### src/rtl/cpu_pipe_pkg.sv
// rtl/cpu_pipe_pkg.sv - shared state encoding and stage-boundary widths for the pipeline registers
package cpu_pipe_pkg;

   typedef enum logic [1:0] {
      EMPTY = 2'd0,
      FULL  = 2'd1,
      SKID  = 2'd2
   } pipe_state_t;

   localparam int IF_ID_W  = 96;
   localparam int ID_EX_W  = 160;
   localparam int EX_MEM_W = 112;
   localparam int MEM_WB_W = 72;

endpackage

### src/rtl/pipe_stage_reg.sv
// rtl/pipe_stage_reg.sv - valid/ready pipeline stage register with optional two-entry skid buffer and flush
module pipe_stage_reg #(
   parameter int               WIDTH       = 96,
   parameter logic [WIDTH-1:0] RESET_VALUE = {WIDTH{1'b0}},
   parameter int               SKID        = 1
) (
   input  logic             Clk,
   input  logic             Rst_n,
   input  logic             InValid,
   output logic             InReady,
   input  logic [WIDTH-1:0] InData,
   input  logic             Flush,
   output logic             OutValid,
   input  logic             OutReady,
   output logic [WIDTH-1:0] OutData,
   output logic [1:0]       Occupancy
);
   // Explicit imports: the SKID state literal would collide with the SKID parameter.
   import cpu_pipe_pkg::pipe_state_t;
   import cpu_pipe_pkg::EMPTY;
   import cpu_pipe_pkg::FULL;

   if (SKID != 0) begin : g_skid
      pipe_state_t      st_q, st_nx;
      logic [WIDTH-1:0] m_q, s_q;
      logic             ir_q;
      logic             accept, drain;

      assign accept = InValid & ir_q;
      assign drain  = (st_q != EMPTY) & OutReady;

      always_comb begin
         st_nx = st_q;
         case (st_q)
            EMPTY:   if (accept) st_nx = FULL;
            FULL: begin
               if (accept && !drain)      st_nx = cpu_pipe_pkg::SKID;
               else if (!accept && drain) st_nx = EMPTY;
            end
            default: if (drain) st_nx = FULL;
         endcase
         if (Flush) st_nx = EMPTY;
      end

      // InReady is a flop so the upstream stage never sees a combinational path from OutReady.
      always_ff @(posedge Clk or negedge Rst_n) begin
         if (!Rst_n) begin
            st_q <= EMPTY;
            m_q  <= RESET_VALUE;
            s_q  <= RESET_VALUE;
            ir_q <= 1'b0;
         end else begin
            st_q <= st_nx;
            ir_q <= (st_nx != cpu_pipe_pkg::SKID);
            if (Flush) begin
               m_q <= RESET_VALUE;
               s_q <= RESET_VALUE;
            end else begin
               case (st_q)
                  EMPTY: if (accept) m_q <= InData;
                  FULL: begin
                     if (accept && drain) m_q <= InData;
                     else if (accept)     s_q <= InData;
                  end
                  default: if (drain) m_q <= s_q;
               endcase
            end
         end
      end

      assign InReady   = ir_q;
      assign OutValid  = (st_q != EMPTY);
      assign OutData   = m_q;
      assign Occupancy = st_q;
   end else begin : g_single
      logic             v_q;
      logic [WIDTH-1:0] m_q;
      logic             ready;

      assign ready = Rst_n & (~v_q | OutReady);

      always_ff @(posedge Clk or negedge Rst_n) begin
         if (!Rst_n) begin
            v_q <= 1'b0;
            m_q <= RESET_VALUE;
         end else if (Flush) begin
            v_q <= 1'b0;
            m_q <= RESET_VALUE;
         end else if (InValid && ready) begin
            v_q <= 1'b1;
            m_q <= InData;
         end else if (v_q && OutReady) begin
            v_q <= 1'b0;
         end
      end

      assign InReady   = ready;
      assign OutValid  = v_q;
      assign OutData   = m_q;
      assign Occupancy = {1'b0, v_q};
   end

endmodule

### config.mk
export PLATFORM = sky130hd
export DESIGN_NAME = pipe_stage_reg
export DESIGN_NICKNAME = d
export VERILOG_FILES = /design/src/rtl/cpu_pipe_pkg.sv /design/src/rtl/pipe_stage_reg.sv
export SDC_FILE = /design/constraint.sdc
export NUM_CORES = 1
export LEC_CHECK = 0
export CORE_MARGIN = 1.5
export CORE_UTILIZATION = 50
export CTS_CLUSTER_SIZE = 40
export DETAILED_ROUTE_END_ITERATION = 7
export GPL_TIMING_DRIVEN = 0
export PLACE_DENSITY = 0.81
export REMOVE_ABC_BUFFERS = 1
export SYNTH_ARGS = -nofsm -noshare
export SYNTH_HDL_FRONTEND = slang
export SYNTH_SLANG_ARGS = --single-unit
export TNS_END_PERCENT = 1
### constraint.sdc
create_clock -name Clk -period 2 [get_ports Clk]
set_clock_uncertainty 0.2 [all_clocks]
set_input_delay 0.4 -clock Clk [delete_from_list [all_inputs] [get_ports Clk]]
set_output_delay 0.4 -clock Clk [all_outputs]
set_load 0.03 [all_outputs]
-- Yosys cells after proc, flatten, opt, wreduce, memory -nomap -nowiden
Index checks and enable logic that the tools add are counted.
- reduce and logical (&&, ||, !) cells: 12
- multiplexer cells: 14
- equal/unequal tests: 5
- bitwise operators: 2
- operators with widths (kind ; number):
    96-bit two-way mux ; 7
    96-bit one-hot mux with 2 select lines ; 1
    2-bit two-way mux ; 5
    3-bit inequality test (second input constant) ; 2
    3-bit AND reduction ; 2
    2-bit nonzero test ; 3
    2-bit inequality test (second input constant) ; 2
    2-bit one-hot mux with 2 select lines ; 1
    4-bit nonzero test ; 1
    1-bit logical AND ; 3
    1-bit AND ; 2
    2-bit by 1-bit == test with 1-bit output (second input constant) ; 1
    1-bit logical NOT ; 2
    2-bit logical NOT ; 1
- register bits after elaboration: 195
- output and inout port bits: 100
- logic and storage cells: 37
- bits of input ports: 101

-- Logic depth before layout (Yosys ltp)
Gate-level depths: netlist (run 1).
- depth after elaboration: 8
- gate-level depth with buffers: 7
- gate-level depth less buffers: 3

-- Worst setup path after synthesis (run 1)
No wires, ideal clock.
- path kind: register to register
- start point: register g_skid.st_q[1], in the netlist Occupancy[1]
- end point: register g_skid.m_q[13], in the netlist OutData[13]
- setup time: 0.138 ns
- slack: -0.024 ns
- data arrival time: 1.685 ns
- period minus slack after synthesis: 2.024 ns
- stages on the path, launching flop included: 7
- cells stage by stage: dfrtp_1 -> buf_2 -> or2_1 -> a21oi_2 -> buf_2 -> buf_4 -> a211oi_1
- longest elaborated chain between the ends: 5
- elaborated cells between the ends (all ways): 11
- classes of those cells: eq/ne (3); mux (2); bitwise (1); reduce/logical (5)
- ends and longest elaborated chain (item ; RTL line ; RTL):
    start, declared ; pipe_stage_reg.sv:24 ; pipe_state_t st_q, st_nx;
    start signal, assigned ; pipe_stage_reg.sv:53 ; st_q <= st_nx;
    2-bit nonzero test (*) ; - ;
    net OutValid ; pipe_stage_reg.sv:13 ; output logic OutValid,
    1-bit AND (*) ; pipe_stage_reg.sv:30 ; assign drain = (st_q != EMPTY) & OutReady;
    1-bit logical AND ; pipe_stage_reg.sv:62 ; if (accept && drain) m_q <= InData;
    3-bit inequality test (no line) ; - ;
    3-bit AND reduction (no line) (*) ; - ;
    end signal, assigned ; pipe_stage_reg.sv:60 ; EMPTY: if (accept) m_q <= InData;
    end signal, assigned ; pipe_stage_reg.sv:62 ;
    end signal, assigned ; pipe_stage_reg.sv:65 ; default: if (drain) m_q <= s_q;
    end, declared ; pipe_stage_reg.sv:25 ; logic [WIDTH-1:0] m_q, s_q;
Mark *: on every way through the listed nets, which the timed path passes. The rest lies on a longest branch.
A chain may end at the register's enable or synchronous reset.

-- Worst setup path after layout (run 1)
- start point: register g_skid.st_q[1], in the netlist Occupancy[1]
- end point: register g_skid.s_q[88]
- longest elaborated chain between the ends: 5
- elaborated cells between the ends (all ways): 7
- classes of those cells: eq/ne (2); bitwise (1); reduce/logical (4)
- ends and longest elaborated chain (item ; RTL line ; RTL):
    2-bit nonzero test ; pipe_stage_reg.sv:30 ;
    1-bit AND ; pipe_stage_reg.sv:30 ;
    1-bit logical AND ; pipe_stage_reg.sv:62 ;
    2-bit inequality test (no line) ; - ;
    3-bit AND reduction (no line) (*) ; - ;
    end signal, assigned ; pipe_stage_reg.sv:63 ; else if (accept) s_q <= InData;
    end, declared ; pipe_stage_reg.sv:25 ;
Mark *: on every way between the ends. The rest lies on a longest branch, timed or not.

==> results_dict.tcl, run 1 <==
set metrics [dict create \
    ant_nets 0 \
    final_cell_mix "dfrtp_1, clkdlybuf4s50_1" \
    holdWs_ns 0.239 \
    post-route-period-util 1.06 \
    worst_slack_ns -0.128 \
    drt_wl_total_microns 25400 \
    cts_root_buffer "clkbuf_16" \
    path_cells "buf_16 -> and4b_4 -> a21oi_4 -> buf_16 -> buf_16 -> a22o_1" \
    use_met1 0.369 \
    rows 47 \
    grt_max_degree 124 \
    worstHoldStart "Flush" \
    cp.buffers_inverters 3 \
    holdPathStages 2 \
    rsz0062_at_grt "yes" \
    synth.top_cell.area_share 0.580 \
    p_per_area_nw_per_um2 824 \
    diodes 0 \
    track_usage 0.279 \
    wire_per_inst_microns 23.4 \
    clkTransAtPathRegs_ns 0.07 \
    port_buffers 200 \
    area_delta_synth_final_pct 36.9 \
    gp_congestion 0.783 \
    ys_types 24 \
    reg2regPathDepth 6 \
    utilization 0.697 \
    start_util 0.509 \
    clk_latency_ns 0.43 \
    dr.pass1.iters 5 \
    cp-end-kind "flop" \
    pre_cts_ws_ns -0.673 \
    die_height_microns 133 \
    syn-instance-count 672 \
    htreeDepth 4 \
    yosys.area.top_type "dfrtp_1" \
    dp.final_hpwl_microns 13900 \
    cts_buffer_depth 2 \
    cpLargestDelayFamily "buffers and inverters" \
    place_inst 1031 \
    synth_area_sq_um 8410 \
    dieArea_sq_um 17600 \
    antenna_found_initial 0 \
    cap_violations 0 \
    chipWidth_microns 133 \
    cts_num_sinks 195 \
    tightest_slew_ns 0.674 \
    syn_avg_cell_area_sq_um 12.5 \
    grt_first_pass_wirelength_microns 38700 \
    crit_path_start_kind "flop" \
    path_class "reg2reg" \
    ios 201 \
    cts_tree "done" \
    leakagePower_nw 5.13 \
    drive_above_1_share 0.115 \
    grt_remaining_overflow 0 \
    status "finished, violations left" \
    fin_nets 956 \
    min_path_type "in2reg" \
    met2_usage 0.452 \
    reg2reg_slack_ns -0.13 \
    drt_iter0_drc 506 \
    mostFrequentLayoutCell "dfrtp_1" \
    arrival_ns 2.23 \
    viasPerCell 6.34 \
    drc 0 \
    ys_seq_area_frac 0.580 \
    drv_slew 0 \
    slowest_stage "dfrtp_4" \
    synth_warnings 0 \
    violations "negative setup slack" \
    synth_area_leaders "dfrtp_1, mux2i_1, a22o_1" \
    finalHoldViolations 0 \
    core_area_sq_um 16500 \
    critPathRequiredTime_ns 2.11 \
    fmax_ghz 0.470 \
    relSlewSlack 0.550 \
    cp_slowest_stage_delay_ns 0.51 \
    vias 6895 \
    tns_ns -5.56 \
    fillers 1176 \
    finalNonFillerCells 1088 \
    numCtsBuffers 17 \
    setup_viol 111 \
    synth_seq_cells 195 \
    busiest_layer "met2" \
    min_to "OutData[80]" \
    grt_pass1_vias 6993 \
    r2r-end "g_skid.s_q[88]" \
    grt_use_met3 0.0713 \
    cp_max_fo 27 \
    r2r_start "Occupancy[1]" \
    period_needed_ns 2.13 \
    max-vdd-ir-drop_v 0.000611 \
    cp_common_cell "buf_16" \
]
## how the worst max path moves through the flow
stage | from | to | slack, ns | cells after the start
after floorplan | Occupancy[1] | g_skid.s_q[0] | -4.41 | 3
after global placement | Occupancy[1] | OutData[64] | -7.38 | 3
after detailed placement | Occupancy[1] | OutData[15] | -0.67 | 6
after CTS | Occupancy[1] | OutValid | -0.21 | 3
after global routing | Occupancy[1] | g_skid.s_q[88] | -0.15 | 6
final | Occupancy[1] | g_skid.s_q[88] | -0.13 | 6
## power by group
| part | switching (mW) | total (mW) | internal [mW] |
|---|---|---|---|
| Clock | 1.60 | 3.27 | 1.67 |
| Sequential | 0.140 | 4.31 | 4.17 |
| Combinational | 1.15 | 1.91 | 0.755 |
| Total | 2.90 | 9.49 | 6.59 |
## final cells by class
| class | instances | area [sq um] | area share |
|---|---|---|---|
| Clock buffer | 18 | 439 | 0.0381 |
| Clock inverter | 14 | 125 | 0.0109 |
| Inverter | 1 | 3.75 | 0.000326 |
| Multi-Input combinational cell | 405 | 3280 | 0.285 |
| Sequential cell | 195 | 4880 | 0.424 |
| Tap cell | 220 | 275 | 0.0239 |
| Timing Repair Buffer | 235 | 2510 | 0.218 |
## cells by family (layout without fill, tap and decap cells)
| family | Yosys count | in the layout | share of synthesized area |
|---|---|---|---|
| buf+inv | 76 | 268 | 0.0485 |
| mux | 96 | 96 | 0.114 |
| simple gates | 7 | 9 | 0.00535 |
| compound gates | 298 | 300 | 0.252 |
| flops | 195 | 195 | 0.580 |
## metal layers
layer	vias to the layer above	share of wire	wire, microns
li1	2970	-	-
met1	3561	0.41	10500
met2	336	0.49	12500
met3	28	0.080	2030
met4	0	0.014	345
met5	-	0	0
## cells in the mapped netlist, drive strengths merged
cell type,instances
o21bai,1
a21o,1
and2,1
clkbuf,23
a22o,96
a211oi,96
nor3,1
a21oi,99
a31oi,1
or2,1
o21a,1
o21ai,2
nand2,1
a221oi,1
buf,52
inv,1
and4b,1
dfrtp,195
nor2b,1
nor2,1
mux2i,96
## what timing repair did
action / 4_1_cts / 5_1_grt
setup buffers: 12 / 4
hold buffers: 1 / 0
pin swaps: 117 / 24
gates cloned: 5 / 3
hold endpoints to repair: 72 / 0
resized for setup: 120 / 20
endpoints found under the setup margin: 293 / 178
## metrics by stage
step           power [mW]  area [sq um]
5_1_grt              9.83         11500
2_1_floorplan        5.28          8010
3_3_place_gp         6.16         10300
6_report             9.49         11500
3_5_place_dp         6.28         10700
4_1_cts              9.47         11400
## sequential cells by signal, indices dropped and copies added (netlist names)
| name | cells |
|---|---|
| OutData | 96 |
| Occupancy | 2 |
| g_skid.s_q | 96 |
| InReady | 1 |
Note: power is estimated with default switching activity, not from simulation.
==> inputs of run 2 (changes only) <==
--- a/config.mk
+++ b/config.mk
@@ -5,6 +5,7 @@
 export SDC_FILE = /design/constraint.sdc
 export NUM_CORES = 1
 export LEC_CHECK = 0
+export CAP_MARGIN = 20
 export CORE_MARGIN = 1.5
 export CORE_UTILIZATION = 50
 export CTS_CLUSTER_SIZE = 40
==> run 2 against run 1 <==
Compared with the run above: the flow still finishes with violations (negative setup slack); via count rose by 1.4%; final area increased by 2.3%; die area unchanged; sequential power is essentially flat; utilization rose by 1.6 points; critical path type unchanged.
==> results_dict.tcl, run 2 (same netlist as run 1, synthesis figures left out) <==
set metrics [dict create \
    min_path_type "in2reg" \
    worst_slack_ns -0.129 \
    drt_wl_total_microns 26700 \
    wire_per_inst_microns 24.3 \
    p_total_mw 9.90 \
    drt_iter0_drc 499 \
    cp_max_fo 7 \
    p_sw_frac 0.290 \
    start_util 0.509 \
    cts_root_buffer "clkbuf_16" \
    violations "negative setup slack" \
    dieArea_sq_um 17600 \
    cp_slowest_stage_delay_ns 0.52 \
    fin_nets 970 \
    chipWidth_microns 133 \
    ios 201 \
    gp_congestion 0.783 \
    core_area_sq_um 16500 \
    holdWs_ns 0.224 \
    crit_path_start_kind "flop" \
    relSlewSlack 0.591 \
    seq_area_sq_um 4890 \
    p_int_mw 7.03 \
    setup_viol 150 \
    tightest_slew_ns 0.614 \
    clkTransAtPathRegs_ns 0.07 \
    grt_first_pass_wirelength_microns 39400 \
    cts_buffer_depth 2 \
    ant_nets 0 \
    dp.final_hpwl_microns 13900 \
    max-vdd-ir-drop_v 0.000718 \
    cts_num_sinks 195 \
    drv_slew 0 \
    arrival_ns 2.23 \
    pre_cts_ws_ns -0.669 \
    utilization 0.713 \
    period_needed_ns 2.13 \
    final_cell_mix "dfrtp_1, dlygate4sd2_1, clkdlybuf4s50_1" \
    drive_above_1_share 0.125 \
    cts_tree "done" \
    net-switching-power_mw 2.87 \
    grt_pass1_vias 7087 \
    path_cells "buf_16 -> and4b_4 -> buf_12 -> a21oi_4 -> buf_12 -> buf_16 -> a22o_1" \
    grt_remaining_overflow 0 \
    rsz0062_at_grt "yes" \
    antenna_found_initial 0 \
    multiInputGateArea_sq_um 3270 \
    leakagePower_nw 5.26 \
    diodes 0 \
    critPathRequiredTime_ns 2.11 \
    vias 6992 \
    pwr-share-clk 0.366 \
    rows 47 \
    fillers 1148 \
    grt_max_degree 124 \
    cap_violations 0 \
    p_per_area_nw_per_um2 840 \
    tns_ns -10.10 \
    die_height_microns 133 \
    dr.pass1.iters 5 \
    htreeDepth 4 \
    finalHoldViolations 0 \
    pwr-share-comb 0.198 \
    clk_latency_ns 0.43 \
    seqPwrFrac 0.436 \
    mostFrequentLayoutCell "dfrtp_1" \
    drc 0 \
    cp-end-kind "flop" \
    path_class "reg2reg" \
    status "finished, violations left" \
    numCtsBuffers 17 \
    port_buffers 200 \
    track_usage 0.286 \
    viasPerCell 6.34 \
    area_delta_synth_final_pct 40.0 \
    post-route-period-util 1.06 \
    slowest_stage "dfrtp_4" \
    fmax_ghz 0.470 \
]
run 2: cell count changes in the layout (fill, tap and decap cells not counted), sizes merged, moves of 2 or more:
cell	before	now
buf	33	46
clkinv	7	1
bufinv	0	3
clkbuf	22	24
dlygate4sd2	96	98
run 2: path summary, 6_finish.rpt:
kind	slack [ns]	from	to	depth (start not counted)
setup / recovery	-0.13	Occupancy[1]	g_skid.s_q[1]	7
min in group asynchronous	0.30	Rst_n	OutData[8]	2
hold / removal	0.22	Flush	OutData[27]	2
setup reg to reg	-0.13	Occupancy[1]	g_skid.s_q[1]	7
max in group asynchronous	0.29	Rst_n	OutData[51]	3
hold reg to reg	0.31	g_skid.s_q[9]	g_skid.s_q[9]	1
run 2: worst max-delay path: cells and delay by family, from the launching register on:
| kind | cells | cell delay, ns |
|---|---|---|
| buffers and inverters | 4 | 0.58 |
| DFF | 1 | 0.52 |
| and+or+nand+nor | 1 | 0.34 |
| AOI/OAI and AO/OA | 2 | 0.36 |
run 2: repair_timing:
item	CTS	global route
gates resized for setup	128	15
setup endpoints to repair	293	190
hold buffers	1	0
buffers inserted	16	9
hold endpoints to repair	72	0
cloned	7	6
pin swaps	96	21
run 2: power by group through the flow:
stage | clock network [mW] | logic (mW) | registers (mW)
6_report | 3.62 | 1.96 | 4.32
5_1_grt | 3.82 | 2.07 | 4.34
4_1_cts | 3.65 | 1.87 | 4.31
3_5_place_dp | 0 | 1.89 | 4.39
3_3_place_gp | 0 | 1.76 | 4.40
2_1_floorplan | 0 | 0.526 | 4.75
run 2: cell type report:
cell class,instances,area share
Inverter,1,0.000319
Sequential cell,195,0.415
Multi-Input combinational cell,405,0.278
Timing Repair Buffer,249,0.231
Clock inverter,12,0.0142
Clock buffer,20,0.0388
Tap cell,220,0.0234
run 2: per-stage QoR:
stage / area, sq um / instances
after floorplan: 8010 / 597
after global placement: 10300 / 1017
after detailed placement: 10700 / 1031
after CTS: 11600 / 1087
after global routing: 11800 / 1102
final: 11800 / 1102
run 2: routing by layer:
metal / track usage / part of all wire / vias to the layer above
met5: 0 / 0 / -
met1: 0.372 / 0.40 / 3570
met3: 0.0801 / 0.086 / 58
li1: - / - / 3004
met2: 0.459 / 0.49 / 360
met4: 0.112 / 0.026 / 0
==> RTL change: new RTL, settings of run 2 <==
`WIDTH`: 96 -> 104.
--- a/src/rtl/pipe_stage_reg.sv
+++ b/src/rtl/pipe_stage_reg.sv
@@ -1,5 +1,5 @@
 // rtl/pipe_stage_reg.sv - valid/ready pipeline stage register with optional two-entry skid buffer and flush
 module pipe_stage_reg #(
-   parameter int               WIDTH       = 96,
+   parameter int               WIDTH       = 104,
    parameter logic [WIDTH-1:0] RESET_VALUE = {WIDTH{1'b0}},
    parameter int               SKID        = 1
Interface: changed (resized InData and OutData); port bits go from 201 to 217. No check against the original RTL was run, so the function may have changed too.
==> RTL change against run 2 <==
  * The flow still finishes with violations (negative setup slack)
  * Design area rose by 7.4%
  * Via count rose by 3.4%
  * Count of clock-buffer cells in the layout rose by 15
  * Sequential power rose by 7.9%
  * Power rose by 12%
  * Sequential cell count rose by 16
  * Maximum frequency fell by 1.1%
  * Wire length fell by 0.49%
  * Hold slack improved by 8.4 ps
  * Critical path type is now register to output port
  * Largest cell class unchanged
  * Setup slack got worse by 24 ps
  * Area after synthesis rose by 8.3%
  * Global-route usage fell by 1.9 points
  * Final cell count rose by 6.9%
  * Clock power rose by 21%
  * Highest routed layer unchanged
==> RTL change: results (changes against run 2) <==
status=complete, but fails checks (unchanged); failing checks=negative setup slack (unchanged); Worst Path Arrival=1550 ps (was 2230 ps); Placed Area=11530 µm² (was 10670 µm²); P_leak=5.682 nW (was 5.263 nW); clock slew at reported path FFs=~60 ps; Max Buffers Root-to-Sink=3 (was 2); final core utilization=0.7063 (was 0.7127); #MultiIn Comb=437 (was 405); drt initial violations=416 (was 499); CLK BUF=35 (was 20); kind of critical path=register to output port (was register to register); met1 Usage GRT=0.3705 (was 0.3718); post-DR wirelength/cell=22.59 µm (was 24.26 µm); GP Congestion=0.7375 (was 0.7825); reg2reg setup slack=-80 ps (was -130 ps); Cells on Worst Hold Path=3 (was 2); hpwl dp=14000 µm (was 13920 µm); first-pass GRT wire length=41760 µm (was 39430 µm); power in the clock group=4.37 mW (was 3.62 mW); Final TNS setup=-3513 ps (was -10100 ps); row cnt=49 (was 47); vias in the first global route=7461 (was 7087); Seq pwr share=0.421 (was 0.436); H-tree depth=1 (was 4); measured slew at the worst slew-check pin=785.4 ps (was 614.0 ps); min-delay src=InValid (was Flush); Max FO, Critical Path=8 (was 7); Non-clock buffer share=0.2252 (was 0.2305); register bit total from synthesis=211 (was 195); largest cells by area after synthesis=dfrtp_1 (58%), mux2i_1 (11%), a22o_1 (10%) (unchanged); aggregate global-route resource usage=0.2674 (was 0.2864); CTS buffer count=23 (was 17); final setup vio count=80 (was 150); final setup margin=-153.1 ps (was -129.1 ps); vias post-DR=7230 (was 6992); M2 GR Usage=0.4279 (was 0.4590); hold_ws=232.3 ps (was 223.8 ps); Post-synth top cells=dfrtp_1 (211), a21oi_1 (105), a211oi_1 (104), a22o_1 (104), mux2i_1 (104) (was dfrtp_1 (195), a211oi_1 (96), a21oi_1 (96), a22o_1 (96), mux2i_1 (96)); crit path to=OutValid (was g_skid.s_q[1]); seq pwr=4.66 mW (was 4.32 mW); layout cell share with drive strength beyond 1=0.1022 (was 0.1247); part of the Yosys area used for sequential elements=0.5793 (was 0.5800); Yosys cell types=26 (was 24); met2 routed wirelength=12630 µm (was 13130 µm); M1 wire length=11360 µm (was 10620 µm); worst reg2reg endpoint=g_skid.s_q[87] (was g_skid.s_q[1]); largest net degree at the start of global routing=113 (was 124); reg2reg path depth=5 (was 7); clk_lat worst skew=500 ps (was 430 ps); M3 GR Usage=0.05092 (was 0.08008); Hold Path Sink=Occupancy[1] (was OutData[27]); clock-cell share of area=0.06076 (was 0.05301); Seq area share=0.4180 (was 0.4149); port bufs=216 (was 200); Max VDD drop=0.6394 mV (was 0.7183 mV); CTS Root Cell=clkbuf_16 (unchanged)
==> RTL change: kinds of logic (layout without fill, tap and decap cells) <==
group,count (synthesis),after routing,share of synthesized area
compound gates,322,324,0.2508
buf+inv,81,301,0.05120
flops,211,211,0.5793
mux,104,104,0.1142
simple gates,7,9,0.004530
==> RTL change: stage by stage <==
step,worst slack [ps],cells
6_report,-153.1,1178
5_1_grt,-182.0,1178
2_1_floorplan,-4875,645
4_1_cts,-181.5,1168
3_3_place_gp,-8870,1090
3_5_place_dp,-841.1,1106
==> RTL change: timing repair <==
action	CTS	global route
resized for setup	128	10
endpoints found under the hold margin	99	0
setup buffers	12	7
setup endpoints to repair	317	191
pin swaps	91	45
cloned	8	3
hold buffers	1	0
==> RTL change: critical path, cell delays in order (launching register included) <==
cell and delay (ps):
dfrtp_4 500, buf_16 160, or2_4 260, buf_6 150
